## src/rtl/booth_mult_scheduler.sv

```systemverilog
// ============================================================================
// Module   : booth_mult_scheduler
// Purpose  : Two-port round-robin front end and radix-4 Booth sequencer for
//            an external 8x8 signed multiplier datapath.
// Revision : 1.0 - initial release
// ============================================================================
`timescale 1ns/1ps
`default_nettype none

module booth_mult_scheduler (
  input  logic        clk,
  input  logic        rst_n,
  input  logic [1:0]  req_valid,
  output logic [1:0]  req_ready,
  input  logic [7:0]  req_m0,
  input  logic [7:0]  req_q0,
  input  logic [7:0]  req_m1,
  input  logic [7:0]  req_q1,
  output logic [1:0]  rsp_valid,
  input  logic [1:0]  rsp_ready,
  output logic [15:0] rsp_p,
  output logic [7:0]  dp_ctrl,
  output logic [7:0]  dp_m,
  output logic [7:0]  dp_q,
  input  logic [1:0]  dp_q_lsb,
  input  logic        dp_qm1,
  input  logic        dp_zero_count,
  input  logic [7:0]  dp_out_a,
  input  logic [7:0]  dp_out_q,
  output logic        busy,
  output logic        grant_id,
  output logic        err
);

  // Bit positions of the datapath pulses inside dp_ctrl
  localparam int c_c0 = 0;
  localparam int c_c1 = 1;
  localparam int c_c2 = 2;
  localparam int c_c3 = 3;
  localparam int c_c4 = 4;
  localparam int c_c5 = 5;
  localparam int c_c7 = 6;
  localparam int c_c8 = 7;

  typedef enum logic [2:0] {
    IDLE  = 3'd0,
    INIT  = 3'd1,
    EVAL  = 3'd2,
    SHIFT = 3'd3,
    OUT   = 3'd4,
    RESP  = 3'd5
  } state_t;

  state_t      r_state;
  logic [1:0]  r_iter;
  logic        r_last;
  logic        r_grant;
  logic        r_err;
  logic [7:0]  r_m;
  logic [7:0]  r_q;
  logic [15:0] r_p;
  logic [1:0]  r_rsp_valid;

  logic        w_win;
  logic [1:0]  w_req_ready;
  logic        w_accept;
  logic        w_rsp_hs;
  logic [7:0]  w_ctrl;

  // With both ports asking, the one not served last wins
  always_comb begin
    w_win = 1'b0;
    if (req_valid == 2'b11) begin
      w_win = ~r_last;
    end else begin
      w_win = req_valid[1];
    end
  end

  assign w_req_ready = (rst_n && (r_state == IDLE) && req_valid[w_win]) ?
                       (2'b01 << w_win) : 2'b00;
  assign w_accept    = |(req_valid & w_req_ready);
  assign w_rsp_hs    = (r_state == RESP) && (|(r_rsp_valid & rsp_ready));

  always_comb begin
    w_ctrl = 8'h00;
    case (r_state)
      INIT: begin
        w_ctrl[c_c0] = 1'b1;
        w_ctrl[c_c1] = 1'b1;
      end
      EVAL: begin
        case ({dp_q_lsb, dp_qm1})
          3'b001, 3'b010: begin
            w_ctrl[c_c2] = 1'b1;
          end
          3'b011: begin
            w_ctrl[c_c2] = 1'b1;
            w_ctrl[c_c3] = 1'b1;
          end
          3'b100: begin
            w_ctrl[c_c2] = 1'b1;
            w_ctrl[c_c3] = 1'b1;
            w_ctrl[c_c4] = 1'b1;
          end
          3'b101, 3'b110: begin
            w_ctrl[c_c2] = 1'b1;
            w_ctrl[c_c4] = 1'b1;
          end
          default: begin
            w_ctrl = 8'h00;
          end
        endcase
      end
      SHIFT: begin
        w_ctrl[c_c5] = 1'b1;
      end
      OUT: begin
        w_ctrl[c_c7] = 1'b1;
        w_ctrl[c_c8] = 1'b1;
      end
      default: begin
        w_ctrl = 8'h00;
      end
    endcase
  end

  always_ff @(posedge clk or negedge rst_n) begin
    if (!rst_n) begin
      r_state     <= IDLE;
      r_iter      <= 2'd0;
      r_last      <= 1'b1;
      r_grant     <= 1'b0;
      r_err       <= 1'b0;
      r_m         <= 8'h00;
      r_q         <= 8'h00;
      r_p         <= 16'h0000;
      r_rsp_valid <= 2'b00;
    end else begin
      case (r_state)
        IDLE: begin
          if (w_accept) begin
            r_m     <= w_win ? req_m1 : req_m0;
            r_q     <= w_win ? req_q1 : req_q0;
            r_grant <= w_win;
            r_state <= INIT;
          end
        end
        INIT: begin
          r_iter  <= 2'd0;
          r_state <= EVAL;
        end
        EVAL: begin
          r_state <= SHIFT;
        end
        SHIFT: begin
          r_iter  <= r_iter + 2'd1;
          r_state <= (r_iter == 2'd3) ? OUT : EVAL;
        end
        OUT: begin
          r_p <= {dp_out_a, dp_out_q};
          if (!dp_zero_count) begin
            r_err <= 1'b1;
          end
          r_state <= RESP;
        end
        RESP: begin
          // Valid is registered, so it rises one cycle into RESP
          if (w_rsp_hs) begin
            r_rsp_valid <= 2'b00;
            r_last      <= r_grant;
            r_state     <= IDLE;
          end else begin
            r_rsp_valid <= 2'b01 << r_grant;
          end
        end
        default: begin
          r_state <= IDLE;
        end
      endcase
    end
  end

  assign req_ready = w_req_ready;
  assign rsp_valid = r_rsp_valid;
  assign rsp_p     = r_p;
  assign dp_ctrl   = w_ctrl;
  assign dp_m      = r_m;
  assign dp_q      = r_q;
  assign busy      = (r_state != IDLE);
  assign grant_id  = r_grant;
  assign err       = r_err;

endmodule

`default_nettype wire

```

## config.mk

```make
export PLATFORM = sky130hd
export DESIGN_NAME = booth_mult_scheduler
export DESIGN_NICKNAME = d
export VERILOG_FILES = /design/src/rtl/booth_mult_scheduler.sv
export SDC_FILE = /design/constraint.sdc
export NUM_CORES = 1
export LEC_CHECK = 0
export ABC_AREA = 1
export BUFFER_PORTS_ARGS = -buffer_cell sky130_fd_sc_hd__buf_2
export CAP_MARGIN = 20
export CORE_ASPECT_RATIO = 1.2
export CORE_MARGIN = 2
export CORE_UTILIZATION = 49
export DETAILED_ROUTE_END_ITERATION = 10
export PLACE_DENSITY = 0.83
export SLEW_MARGIN = 10
export SYNTH_ARGS = -nofsm -noshare
export SYNTH_HDL_FRONTEND = slang
export SYNTH_SLANG_ARGS = --single-unit
```

## constraint.sdc

```tcl
create_clock -name clk -period 4.1 [get_ports clk]
set_input_delay 0.82 -clock clk [delete_from_list [all_inputs] [get_ports clk]]
set_output_delay 0.82 -clock clk [all_outputs]
set_load 0.005 [all_outputs]
```

==> impl_metrics.tcl, run 1 <==
set metrics [dict create \
    reg2reg_to "grant_id" \
    cts_repair_resize_count 0 \
    cpPeakStageDelay_ns 0.42 \
    critPathCaptureType "output port" \
    reg2reg_depth 5 \
    post-place-ws_ns 1.25 \
    max_freq_ghz 0.359 \
    wl_um 4790 \
    ys_types 24 \
    critPathArrivalTime_ns 1.96 \
    dr.pass1.iters 4 \
    clk_root_buffer_cell "clkbuf_8" \
    r2r_start "r_last" \
    synth_fp_nets 331 \
    final_common_cell "nand2_1" \
    post-route-cell-area_um2 2710 \
    leakage_uw 0.00170 \
    path_cells "buf_2, o21ai_2, nor2_8, nand2_1, inv_1, buf_2" \
    clock_latency_ns 0.28 \
    cts_sinks 42 \
    cts_max_level 2 \
    cpMostUsedCell "buf_2" \
    status "complete, no violations" \
    ys.warnings.count 0 \
    syn_inst 268 \
    critical_path_class "in -> out" \
    grt_max_degree 25 \
    port_buffers 104 \
    min-delay-start "err" \
    relSlewSlack_pct 65.2 \
    post_cts.repair.setup_buffers 0 \
    postRouteAntennaNets 0 \
    hold_viol 0 \
    reg2reg_slack_ns 2.64 \
    setup_viol 0 \
    power_density_nw_per_um2 597 \
    clk_pin_slew_ns 0.07 \
    rsz0062_at_grt "no" \
    overflow 0 \
    vias_per_cell 4.67 \
    vdd_drop_max_mv 0.340 \
    syn_area_um2 2110 \
    route.detailed.drc 0 \
    gp_congestion 0.868 \
    n_antenna_cell 0 \
    min_period_over_period_pct 67.9 \
    wl_per_cell_um 11.2 \
    whs_path_depth 1 \
    row_count 26 \
    clk_path_buf_depth 2 \
    worst_hold_path_type "reg -> reg" \
    drt_iter0_drc 76 \
    die_w_um 64.0 \
    die_area_um2 4860 \
    start_util_pct 50.4 \
    ys_seq_area_share_pct 49.8 \
    slowest_stage "buf_2" \
    setup_ws_ns 1.32 \
    core-area_um2 4200 \
    antenna_found_initial 0 \
    worstPathMaxFanout 24 \
    layout_common_cells "144 x nand2_1, 104 x buf_2, 41 x dfrtp_1" \
    crit_required_ns 3.28 \
    yosys_register_bits 42 \
    drive_gt1_share_pct 34.5 \
    final_nets 433 \
    grt_first_pass_wirelength_um 7970 \
    min_to "err" \
    vias 1996 \
    slew_violations 0 \
    place_area_um2 2630 \
    place.detailed.hpwl_um 3630 \
    fin_util_pct 64.5 \
    numCtsBuffers 5 \
    cts_tree "done" \
    grt_pass1_vias 1844 \
    syn2layout_area_growth_pct 28.0 \
    worstMarginPinSlew_ns 0.523 \
    grt_use_total_pct 20.8 \
    die_y_um 76.0 \
    crit_start "rst_n" \
    max-cap-violations 0 \
    fin_setup_tns_ns 0 \
    power_uw 1620 \
    ctsHoldBuffers 0 \
    num_io_pins 105 \
    period_minus_slack_ns 2.78 \
    skew_ns 0.00665 \
    start_kind "input port" \
    syn_area_per_cell_um2 7.89 \
]
-- flip-flops by register name, indices dropped and copies added, names as in the netlist --
signal	cells
rsp_p	16
dp_m	8
dp_q	8
r_state	3
r_iter	2
rsp_valid	2
err	1
grant_id	1
r_last	1
-- how the worst max path moves through the flow --
stage                              end
after floorplan           req_ready[0]
after global placement    req_ready[1]
after detailed placement  req_ready[1]
after CTS                 req_ready[1]
after global routing      req_ready[1]
final                     req_ready[1]
-- synth_stat cells --
cell type  count  area, µm²
nand2_1      144        541
dfrtp_1       41       1030
nand3_1       25        125
inv_1         14       52.6
o21ai_0        6       30.0
ha_1           5       62.6
buf_4          4       30.0
nand2_2        4       25.0
buf_2          3       15.0
nand2_4        3       33.8
nor2_1         3       11.3
buf_6          2       22.5
inv_2          2       7.51
nor2_2         2       12.5
a21oi_1        1       5.00
buf_12         1       20.0
dfstp_2        1       26.3
inv_4          1       6.26
nor2_4         1       11.3
nor2_8         1       20.0
o211ai_1       1       7.51
o21a_1         1       7.51
o21ai_2        1       8.76
o21bai_1       1       7.51
-- worst max-delay path: cells and delay by family --
| kind | cells | cell delay [ns] |
|---|---|---|
| compound gates | 1 | 0.18 |
| buf+inv | 3 | 0.58 |
| simple gates | 2 | 0.37 |
-- final cells by class --
type	count	area [µm²]
multi-input cells	199	908
clock buffers	6	72.6
flip-flops and latches	42	1050
well taps	56	70.1
inverters	17	66.3
fillers	372	1490
repair buffers	105	528
clock inverters	2	10.0
-- per-stage QoR --
| stage | hold WS, ns | cells |
|---|---|---|
| 5_1_grt | 0.501 | 427 |
| 2_1_floorplan | 0.460 | 268 |
| 6_report | 0.475 | 427 |
| 3_3_place_gp | 0.456 | 419 |
| 4_1_cts | 0.479 | 427 |
| 3_5_place_dp | 0.459 | 419 |
-- metal layers --
metal  GRT usage [%]  vias up  share of wire, %
met2            34.8       68                50
met3            4.60        8               5.8
met5               0        -                 0
li1                -     1027                 -
met4            9.13        0               1.8
met1            25.4      893                42
-- power by group --
group          internal (µW)  switching (µW)  total [µW]
Combinational            293             356         649
Clock                    118             124         242
Sequential               610             115         725
-- kinds of logic (layout without fill, tap and decap cells) --
family	after synthesis	count (layout)	synth area share, %
AOI/OAI and AO/OA	11	11	3.14
and+or+nand+nor	183	183	36.9
buffers and inverters	27	130	7.28
DFF	42	42	49.8
adders and majority gates	5	5	2.96
Note: power is estimated with default switching activity, not from simulation.
==> inputs of run 2 (changes only) <==
--- a/config.mk
+++ b/config.mk
@@ -5,14 +5,14 @@
 export SDC_FILE = /design/constraint.sdc
 export NUM_CORES = 1
 export LEC_CHECK = 0
-export ABC_AREA = 1
+export ABC_AREA = 0
 export BUFFER_PORTS_ARGS = -buffer_cell sky130_fd_sc_hd__buf_2
 export CAP_MARGIN = 20
 export CORE_ASPECT_RATIO = 1.2
 export CORE_MARGIN = 2
-export CORE_UTILIZATION = 49
+export CORE_UTILIZATION = 45
 export DETAILED_ROUTE_END_ITERATION = 10
-export PLACE_DENSITY = 0.83
+export PLACE_DENSITY = 0.77
 export SLEW_MARGIN = 10
 export SYNTH_ARGS = -nofsm -noshare
 export SYNTH_HDL_FRONTEND = slang
==> constraint.sdc (replaced) <==
create_clock -name clk -period 2.8 [get_ports clk]
set_input_delay 0.56 -clock clk [delete_from_list [all_inputs] [get_ports clk]]
set_output_delay 0.56 -clock clk [all_outputs]
set_load 0.005 [all_outputs]
==> run 2 against run 1 <==
Compared with the run above: non-clock buffer count increased by 2; global-route usage is 2.7 points lower; via count shrank 23%; total power grew 56%; clock-buffer cell count is 1 higher; combinational power rose by 45%.
==> impl_metrics.tcl, run 2 <==
set metrics [dict create \
    status "complete, no violations" \
    synth_top_cell_by_area "dfrtp_1" \
    setup_ws_ns 0.393 \
    ys.warnings.count 0 \
    die_w_um 65.6 \
    final_common_cell "buf_2" \
    met2_usage_pct 30.4 \
    netlist_top_cells_count "41 x dfrtp_1, 34 x mux2_2, 10 x mux2_1, 7 x mux2_4" \
    worst_hold_path_type "in -> async" \
    switchingPower_uw 744 \
    grt_max_degree 43 \
    grt_util_met1_pct 22.0 \
    synth_most_common_cell "dfrtp_1" \
    syn_inst 147 \
    power_density_nw_per_um2 923 \
    antenna_found_initial 0 \
    overflow 0 \
    synth_top_family_by_area "multiplexers" \
    drt_iter0_drc 54 \
    num_io_pins 105 \
    clk_root_buffer_cell "clkbuf_8" \
    start_util_pct 47.3 \
    syn_area_um2 2050 \
    r2r_start "r_state[0]" \
    ys_async_sr_fraction_pct 100 \
    worstPathMaxFanout 18 \
    fin_setup_tns_ns 0 \
    n_antenna_cell 0 \
    synth_fp_nets 210 \
    max-cap-violations 0 \
    cts_max_level 2 \
    placed_cells 301 \
    vias 1535 \
    rsz0062_at_grt "no" \
    reg2reg_to "rsp_p[10]" \
    clk_pin_slew_ns 0.08 \
    instances_no_fill 309 \
    clk_path_buf_depth 2 \
    switching_share_pct 29.6 \
    intPower_uw 1770 \
    ctsHoldBuffers 0 \
    die_y_um 77.9 \
    cpPeakStageDelay_ns 0.48 \
    wl_um 4150 \
    clock_latency_ns 0.29 \
    vdd_drop_max_mv 0.551 \
    core-area_um2 4330 \
    synth-compound-area-share_pct 5.02 \
    fin_util_pct 63.0 \
    dr.pass1.iters 4 \
    grt_first_pass_wirelength_um 7170 \
    cts_tree "done" \
    yosys.area_share.simple_pct 6.67 \
    route.detailed.drc 0 \
    crit_required_ns 2.24 \
    largest_reg_flops 16 \
    postRouteAntennaNets 0 \
    port_buffers 104 \
    synth_adder_area_share_pct 3.06 \
    critPathArrivalTime_ns 1.85 \
    top_usage_layer "met2" \
    wl_per_cell_um 13.4 \
    numCtsBuffers 5 \
    min_period_over_period_pct 86.0 \
    setup_viol 0 \
    cts_sinks 42 \
    slowest_stage "dfrtp_1" \
    gr-usage-met3_pct 4.78 \
    layout_common_cells "104 x buf_2, 41 x dfrtp_1, 34 x mux2_2" \
    critical_path_class "reg -> out" \
    start_kind "flip-flop" \
    skew_ns 0.00717 \
    reg2reg_slack_ns 1.00 \
    vias_per_cell 4.97 \
    post-place-ws_ns 0.684 \
    post_cts.repair.setup_buffers 0 \
    p_seq_share_pct 43.3 \
    reg2reg_depth 4 \
    synth.top_cell.area_share_pct 50.2 \
    final_nets 315 \
    grt_pass1_vias 1591 \
    leakage_uw 0.00141 \
    critPathCaptureType "output port" \
    row_count 26 \
    ys_seq_area_share_pct 51.4 \
    yosys_register_bits 42 \
    gp_congestion 0.725 \
    crit_start "r_state[0]" \
    grt_use_total_pct 18.1 \
    worstMarginPinSlew_ns 0.538 \
    cts_repair_resize_count 0 \
    drive_gt1_share_pct 63.2 \
    path_cells "or3_4, nor2_8, and2_1, buf_2" \
    syn2layout_area_growth_pct 33.2 \
    share_clk_of_total_power_pct 19.4 \
    yosys-top-cells-area "dfrtp_1 50%, mux2_2 19%, mux2_1 5.5%" \
    syn_area_per_cell_um2 13.9 \
    critPathCapture "req_ready[1]" \
    synthMuxAreaShare_pct 29.8 \
    synth_edf_count 0 \
    max_freq_ghz 0.415 \
    relSlewSlack_pct 63.9 \
    synthXorXnorAreaFrac_pct 0 \
    ys_types 35 \
    die_area_um2 5100 \
    p_comb_share_pct 37.3 \
    period_minus_slack_ns 2.41 \
    place.detailed.hpwl_um 3130 \
    synth-main-ff-cell "dfrtp_1" \
    hold_viol 0 \
    slew_violations 0 \
]
run 2: cell types whose count changed in the layout (fill, tap and decap cells not counted), sizes merged, moves of 3 or more:
cell / change
nor2b: +3
and2: +3
nand3: -25
inv: -13
mux2: +51
nor2: -4
nand2: -147
o21ai: -5
run 2: cells by family (layout without fill, tap and decap cells):
logic type | count (synthesis) | in the layout
buf+inv | 13 | 119
flops | 42 | 42
compound gates | 14 | 14
fa+ha+maj | 5 | 5
mux | 52 | 52
simple gates | 21 | 21
run 2: per-stage QoR:
step	hold slack, ns	instance area [µm²]	power (µW)
CTS	0.365	2730	2550
global placement	0.439	2610	2020
detailed placement	0.439	2610	2050
global route	0.392	2730	2710
floorplan	0.264	2050	1620
finish	0.345	2730	2520
run 2: cell type report:
type                    instances  area (µm²)
fillers                       345        1600
repair buffers                107         556
well taps                      56        70.1
clock buffers                   7        86.3
clock inverters                 1        30.0
inverters                       4        15.0
multi-input cells              92         916
flip-flops and latches         42        1050
run 2: how the worst min path moves through the flow:
stage,start,cells past startpoint,slack [ns],end
after floorplan,rst_n,0,0.26,dp_m[0]
after global placement,err,1,0.44,err
after detailed placement,err,1,0.44,err
after CTS,rst_n,2,0.37,rsp_p[14]
after global routing,rst_n,2,0.39,rsp_p[9]
final,rst_n,2,0.35,dp_m[1]
run 2: routing by layer:
metal / share of wire, % / vias to the layer above / routed length (µm)
met3: 7.0 / 6 / 289
li1: - / 730 / -
met4: 1.6 / 0 / 65
met2: 49 / 60 / 2030
met5: 0 / - / 0
met1: 42 / 739 / 1760
run 2: power groups by stage:
stage | clock (µW) | sequential, µW | combinational (µW)
after floorplan | 0 | 1090 | 535
after global placement | 0 | 1090 | 930
after detailed placement | 0 | 1100 | 957
after CTS | 502 | 1090 | 958
after global routing | 529 | 1140 | 1040
final | 488 | 1090 | 939
run 2: critical path: cells and delay by family, from the launching register on:
kind,cells,cell delay (ns)
buf+inv,1,0.10
flops,1,0.48
simple gates,3,0.97
==> inputs of run 3 (changes only) <==
--- a/config.mk
+++ b/config.mk
@@ -10,9 +10,11 @@
 export CAP_MARGIN = 20
 export CORE_ASPECT_RATIO = 1.2
 export CORE_MARGIN = 2
-export CORE_UTILIZATION = 45
+export CORE_UTILIZATION = 30
 export DETAILED_ROUTE_END_ITERATION = 10
-export PLACE_DENSITY = 0.77
+export GPL_TIMING_DRIVEN = 0
+export PLACE_DENSITY = 0.55
+export SETUP_SLACK_MARGIN = 0.4
 export SLEW_MARGIN = 10
 export SYNTH_ARGS = -nofsm -noshare
 export SYNTH_HDL_FRONTEND = slang
==> run 3 against run 2 <==
Compared with the run above: clock-buffer cell count is the same; highest routed layer unchanged; fmax grew 6.0%; via count grew 0.26%; hold slack lost 0.21 ns.
==> impl_metrics.tcl, run 3 (synthesized netlist as in run 2, its figures left out) <==
set metrics [dict create \
    status "complete, no violations" \
    critPathArrivalTime_ns 1.71 \
    grt_max_degree 44 \
    clk_path_buf_depth 2 \
    leakage_uw 0.00144 \
    cts_tree "done" \
    dr.pass1.iters 3 \
    n_antenna_cell 0 \
    die_y_um 94.5 \
    met2_usage_pct 22.7 \
    min_period_over_period_pct 81.1 \
    cts_max_level 2 \
    die_w_um 79.4 \
    largest_reg_flops 16 \
    relSlewSlack_pct 75.8 \
    crit_start "r_state[2]" \
    worstPathMaxFanout 10 \
    top_usage_layer "met2" \
    grt_use_total_pct 12.6 \
    r2r_start "r_last" \
    drt_iter0_drc 49 \
    gr-usage-met3_pct 2.29 \
    start_kind "flip-flop" \
    final_common_cell "buf_2" \
    max-cap-violations 0 \
    ctsHoldBuffers 0 \
    post-place-ws_ns -0.290 \
    cpMostUsedCell "buf_2" \
    row_count 32 \
    num_io_pins 105 \
    antenna_found_initial 0 \
    cpPeakStageDelay_ns 0.39 \
    route.detailed.drc 0 \
    worst_hold_path_type "in -> async" \
    vias 1539 \
    final_nets 322 \
    postRouteAntennaNets 0 \
    vdd_drop_max_mv 0.333 \
    clock_latency_ns 0.29 \
    vias_per_cell 4.46 \
    layout_common_cells "107 x buf_2, 41 x dfrtp_1, 34 x mux2_2" \
    core-area_um2 6530 \
    numCtsBuffers 5 \
    power_density_nw_per_um2 876 \
    setup_ws_ns 0.529 \
    wl_per_cell_um 12.9 \
    hold_viol 0 \
    grt_util_met1_pct 13.6 \
    cts_sinks 42 \
    grt_first_pass_wirelength_um 7320 \
    path_cells "buf_2, or3_4, nor2_8, buf_8, and2_1, buf_2" \
    rsz0062_at_grt "no" \
    holdWs_ns 0.140 \
    die_area_um2 7500 \
    gp_congestion 0.704 \
    wl_um 4440 \
    overflow 0 \
    setup_viol 0 \
    drive_gt1_share_pct 64.2 \
    clk_root_buffer_cell "clkbuf_8" \
    port_buffers 104 \
    power_uw 2440 \
    max_freq_ghz 0.440 \
    syn2layout_area_growth_pct 36.3 \
    place.detailed.hpwl_um 3440 \
    critPathCaptureType "output port" \
    worstMarginPinSlew_ns 0.362 \
    start_util_pct 31.3 \
    slowest_stage "or3_4" \
    slew_violations 0 \
    crit_required_ns 2.24 \
    critical_path_class "reg -> out" \
    skew_ns 0.00603 \
    period_minus_slack_ns 2.27 \
    grt_pass1_vias 1598 \
    clk_pin_slew_ns 0.08 \
]
run 3: worst paths after layout:
| check | to | slack [ns] | depth (start not counted) |
|---|---|---|---|
| max | req_ready[1] | 0.53 | 6 |
| min | dp_m[5] | 0.14 | 1 |
| max reg2reg | dp_m[5] | 1.02 | 5 |
| min reg2reg | err | 0.46 | 1 |
| max in group asynchronous | r_last | 2.36 | 1 |
| min in group clk | err | 0.46 | 1 |
run 3: power breakdown:
part	internal, µW	switching, µW	leakage [µW]
clock network	199	201	0.0000482
logic	592	397	0.000883
registers	905	147	0.000507
run 3: worst max-delay path, delay by kind of cell, from the launching register on:
kind | cells | cell delay (ns)
buf+inv | 3 | 0.43
flops | 1 | 0.36
simple gates | 3 | 0.63
run 3: area by class of cell:
type / instances / area (µm²)
fill: 653 / 3740
inverter: 4 / 15.0
buffer: 9 / 68.8
sequential: 42 / 1050
clock buffer: 7 / 86.3
timing repair buffer: 105 / 538
multi-input combinational: 92 / 916
clock inverter: 1 / 5.00
tap: 85 / 106
run 3: what timing repair did:
item	CTS	global route
hold endpoints to repair	0	0
buffers inserted	1	0
pin swaps	1	0
endpoints found under the setup margin	11	1
gates resized for setup	4	2
run 3: per-layer routing:
layer | vias up | part of all wire [%]
met5 | - | 0
met4 | 0 | 3.2
met3 | 11 | 5.1
met2 | 47 | 53
met1 | 742 | 39
li1 | 739 | -
run 3: metrics by stage:
step	area [µm²]	TNS [ns]	utilization (%)	cells
6_report	2790	0	42.7	345
5_1_grt	2790	0	42.7	345
4_1_cts	2790	0	42.7	345
3_5_place_dp	2670	-0.290	41.0	336
3_3_place_gp	2670	-0.253	41.0	336
2_1_floorplan	2050	0	-	147
